==> config.mk <==
export PLATFORM = sky130hd
export DESIGN_NAME = vga_pattern_gen
export DESIGN_NICKNAME = d
export VERILOG_FILES = /design/src/rtl/vga_pattern_gen.sv
export SDC_FILE = /design/constraint.sdc
export NUM_CORES = 1
export LEC_CHECK = 0
export ABC_AREA = 1
export CORE_MARGIN = 2
export CORE_UTILIZATION = 57
export CTS_CLUSTER_DIAMETER = 60
export CTS_CLUSTER_SIZE = 30
export DETAILED_ROUTE_END_ITERATION = 10
export PLACE_DENSITY = 0.85
export SYNTH_ARGS = -nofsm -noshare
export SYNTH_HDL_FRONTEND = slang
export SYNTH_SLANG_ARGS = --single-unit
==> constraint.sdc <==
create_clock -name clk25 -period 4.9 [get_ports clk25]
set_input_delay 0.98 -clock clk25 [delete_from_list [all_inputs] [get_ports clk25]]
set_output_delay 0.98 -clock clk25 [all_outputs]
set_load 0.01 [all_outputs]
==> src/rtl/vga_pattern_gen.sv <==
// vga_pattern_gen: two-stage pipelined VGA test-pattern generator with delay-matched sync and per-frame mode/bar update
module vga_pattern_gen #(
  parameter int   COLOR_W   = 4,
  parameter int   COORD_W   = 10,
  parameter int   H_ACTIVE  = 640,
  parameter int   V_ACTIVE  = 480,
  parameter int   CHK_LOG2  = 5,
  parameter int   BAR_W     = 32,
  parameter int   BAR_STEP  = 4,
  parameter logic SYNC_IDLE = 1'b1,
  parameter int   FRAME_W   = 8
) (
  input  logic               clk25,
  input  logic               reset,
  input  logic [COORD_W-1:0] px_x,
  input  logic [COORD_W-1:0] px_y,
  input  logic               vidSel,
  input  logic               HS_in,
  input  logic               VS_in,
  input  logic [1:0]         mode,
  output logic [COLOR_W-1:0] r,
  output logic [COLOR_W-1:0] g,
  output logic [COLOR_W-1:0] b,
  output logic               HS,
  output logic               VS,
  output logic [FRAME_W-1:0] frame_cnt
);
  localparam logic [COORD_W:0]   H = (COORD_W+1)'(H_ACTIVE);
  localparam logic [COLOR_W-1:0] F = '1;
  logic [1:0]         mode_q, mode1;
  logic [COORD_W-1:0] bar_pos, bar1, x1, y1;
  logic               vid1, hs1, vs1, tick, hit;
  logic [COORD_W:0]   step_sum, bar_end, xe;
  logic [2:0]         k, quad, sel;
  assign tick     = vidSel && px_x == COORD_W'(H_ACTIVE - 1) && px_y == COORD_W'(V_ACTIVE - 1);
  assign step_sum = {1'b0, bar_pos} + (COORD_W+1)'(BAR_STEP);
  assign bar_end  = {1'b0, bar1} + (COORD_W+1)'(BAR_W);
  assign xe       = {1'b0, x1};
  assign hit      = (xe >= {1'b0, bar1} && xe < bar_end) || (bar_end > H && xe < bar_end - H);
  assign quad     = {x1 < COORD_W'(H_ACTIVE / 2) && y1 < COORD_W'(V_ACTIVE / 2),
                     y1 >= COORD_W'(V_ACTIVE / 2),
                     x1 >= COORD_W'(H_ACTIVE / 2)};
  always_comb begin
    k = '0;
    for (int i = 1; i < 8; i++) k = x1 >= COORD_W'(i * (H_ACTIVE / 8)) ? 3'(i) : k;
  end
  assign sel = mode1 == 2'd0 ? quad :
               mode1 == 2'd1 ? k :
               mode1 == 2'd2 ? {3{x1[CHK_LOG2] ^ y1[CHK_LOG2]}} : {3{hit}};
  always_ff @(posedge clk25) begin
    if (reset) begin
      mode_q    <= '0;
      bar_pos   <= '0;
      frame_cnt <= '0;
      {x1, y1, mode1, bar1} <= '0;
      vid1      <= 1'b0;
      hs1       <= SYNC_IDLE;
      vs1       <= SYNC_IDLE;
      r         <= '0;
      g         <= '0;
      b         <= '0;
      HS        <= SYNC_IDLE;
      VS        <= SYNC_IDLE;
    end else begin
      if (tick) begin
        mode_q    <= mode;
        frame_cnt <= frame_cnt + 1'b1;
        bar_pos   <= step_sum >= H ? COORD_W'(step_sum - H) : step_sum[COORD_W-1:0];
      end
      x1    <= px_x;
      y1    <= px_y;
      vid1  <= vidSel;
      hs1   <= HS_in;
      vs1   <= VS_in;
      mode1 <= mode_q;
      bar1  <= bar_pos;
      r     <= vid1 && sel[2] ? F : '0;
      g     <= vid1 && sel[1] ? F : '0;
      b     <= !vid1 ? '0 : sel[0] ? F : mode1 == 2'd3 ? F >> 1 : '0;
      HS    <= hs1;
      VS    <= vs1;
    end
  end
endmodule

==> results.md <==
- M1 WL: 2.65 mm
- Worst-path maximum fanout: 16
- Area growth syn-to-layout: 20.6%
- Lkg Pwr: 1.60 nW
- FMAX: 0.392 GHz
- Post-CTS setup buffers: 0
- Core Region: 4790 µm²
- Slew margin rel.: 77.3%
- Largest net degree at the start of global routing: 37
- CTS root buffer: clkbuf_8
- RSZ-0062 raised after global routing: no
- Ports: 49
- Setup TNS: 0 ns
- Via Count: 2,594
- Ant. Diodes: 0
- Final period util: 52.1%
- WP data arrival: 2.76 ns
- Final Hold Viols: 0
- Startpoint Class: primary input
- Wire per inst: 11.8 µm
- Antenna violations before repair: 0
- First-pass GRT wire length: 10.1 mm
- Syn_nets: 449
- Initial Util: 60.2%
- Post-CTS Resized: 0
- Global route total overflow: 0
- DIE WIDTH: 75.1 µm
- Die Span Y: 75.1 µm
- Worst Clk Skew: 0.00725 ns
- # setup viols final: 0
- Register clock-pin slew on the reported worst setup and hold paths: 0.10 ns
- Die ar.: 5640 µm²
- Synthesis-stage register bit count: 53
- Routed wl met2: 3.06 mm
- Vias in the first global route: 2,455
- Placed instance count: 503
- CTS H-Tree Depth: 2
- Synthesized cell area: 2880 µm²
- Metal3 WL: 230 µm
- Gr usage total: 23.2%
- Tightest Pin Transition: 0.339 ns
- Clock sink count: 53
- DP Wirelength: 4.79 mm
- Max-Cap Viols: 0
- Highest metal used: met4
- Most used flip-flop cell after synthesis: dfxtp_1
- Vias per std cell: 5.08
- EDFF count, synth: 0
- Distinct cells, synth: 36
- ANT nets after route: 0
- Routed WL: 6.02 mm
- Worst setup EP type: flip-flop
- Post-route insts no fill: 511
- Worst Path Required: 5.11 ns
- Asr flop ratio synth: 0%
- Synth top area share: 36.8%
- Max-slew violation total from the final report: 0
- Tmin final: 2.55 ns
- Number of DRC markers in iteration 0: 96
- Hold Buf Count CTS: 0
- Syn Inst Count: 401
- Status: finished clean
- Clk Latency, worst-skew pair: 0.30 ns
- Max clock buf depth: 2
- Port Buffers: 48
- Syn Area/Cell: 7.19 µm²
- Register area share after synthesis: 36.8%
- DR DRC count: 0
- Min-delay worst type: flip-flop to flip-flop
- Worst setup path class: primary input to flip-flop
- Share of layout cells above drive strength 1: 6.76%
- Synth area leader: dfxtp_1
- Top cells by area, synth: dfxtp_1, inv_1, ha_1
- VDD IR max: 0.176 mV
- Layout Nets: 491
- Most frequent cells in the layout: inv_1, nand2_1, dfxtp_1
- DR pass1 iterations: 4
- Number of buffers created by CTS: 5
- Syn. warnings: 0
- CTS tree: done
- Pwr per Cell Area: 239 nW/µm²
- Final GP Congestion: 0.893
- Num rows: 25
- Most common cell after layout, fill and taps aside: inv_1
==> cells by family (layout without fill, tap and decap cells) <==
| family | count (synthesis) | in the layout | share of synthesized area, % |
|---|---|---|---|
| fa+ha+maj | 21 | 21 | 9.11 |
| simple gates | 166 | 166 | 26.1 |
| flops | 53 | 53 | 36.8 |
| compound gates | 55 | 55 | 11.2 |
| xor+xnor | 8 | 8 | 2.69 |
| buf+inv | 98 | 141 | 14.1 |
==> critical path, stage by stage <==
cell and delay, ns:
clkdlybuf4s50_1 0.45, inv_1 0.05, nor3_2 0.17, nand4_1 0.15, nor2_1 0.15, nand2_2 0.21, nor3_4 0.23, nand2_1 0.12
nor2_1 0.10, nand3_1 0.07, nand2_1 0.06, a21oi_1 0.04
==> worst paths after layout <==
kind | start | to | slack [ns] | cells after the start
min reg2reg | hs1$_SDFF_PP1_ | HS$_SDFF_PP1_ | 0.42 | 1
max | vidSel | frame_cnt[7]$_SDFFE_PP0P_ | 2.35 | 12
max reg2reg | bar1[5]$_SDFF_PP0_ | b[2]$_SDFF_PP0_ | 2.40 | 19
min | hs1$_SDFF_PP1_ | HS$_SDFF_PP1_ | 0.42 | 1
==> Yosys cell counts, drive strengths merged, types with 4 or more instances <==
master / number
inv: 82
nand2: 67
nor2: 54
dfxtp: 53
o21ai: 22
a21oi: 21
ha: 21
nand3: 18
nand4: 12
buf: 9
nor3: 9
xor2: 7
clkbuf: 5
or2: 4
==> sequential cells by signal, indices dropped and copies added (netlist names) <==
register   flops
y1             6
g              1
mode_q         2
frame_cnt      8
r              1
vs1            1
mode1          2
bar_pos        8
bar1           8
HS             1
hs1            1
vid1           1
x1            10
b              2
VS             1
==> through the flow <==
stage	utilization, %	worst slack [ns]	hold slack (ns)	area, µm²	total power [mW]
global route	72.7	2.01	0.438	3480	0.864
CTS	72.7	2.34	0.424	3480	0.838
finish	72.7	2.35	0.419	3480	0.833
floorplan	-	2.67	0.389	2880	0.506
detailed placement	70.2	2.02	0.399	3360	0.546
global placement	70.2	2.10	0.391	3360	0.541
==> metal layers <==
layer | vias to the layer above | global-route usage, %
met5 | - | 0
met4 | 0 | 7.34
met3 | 9 | 4.82
met2 | 47 | 43.0
met1 | 1192 | 26.4
li1 | 1346 | -
==> layout make-up <==
| cell class | count | area [µm²] |
|---|---|---|
| multi-input cells | 250 | 1410 |
| fillers | 388 | 1310 |
| flip-flops and latches | 53 | 1060 |
| repair buffers | 49 | 488 |
| inverters | 84 | 315 |
| well taps | 67 | 83.8 |
| clock buffers | 5 | 68.8 |
| clock inverters | 3 | 46.3 |
==> power breakdown <==
group,switching (mW),internal [mW],total [mW]
sequential,0.00787,0.440,0.448
combinational,0.0435,0.0445,0.0879
clock,0.144,0.153,0.296
total,0.195,0.638,0.833
Note: power is estimated with default switching activity, not from simulation.
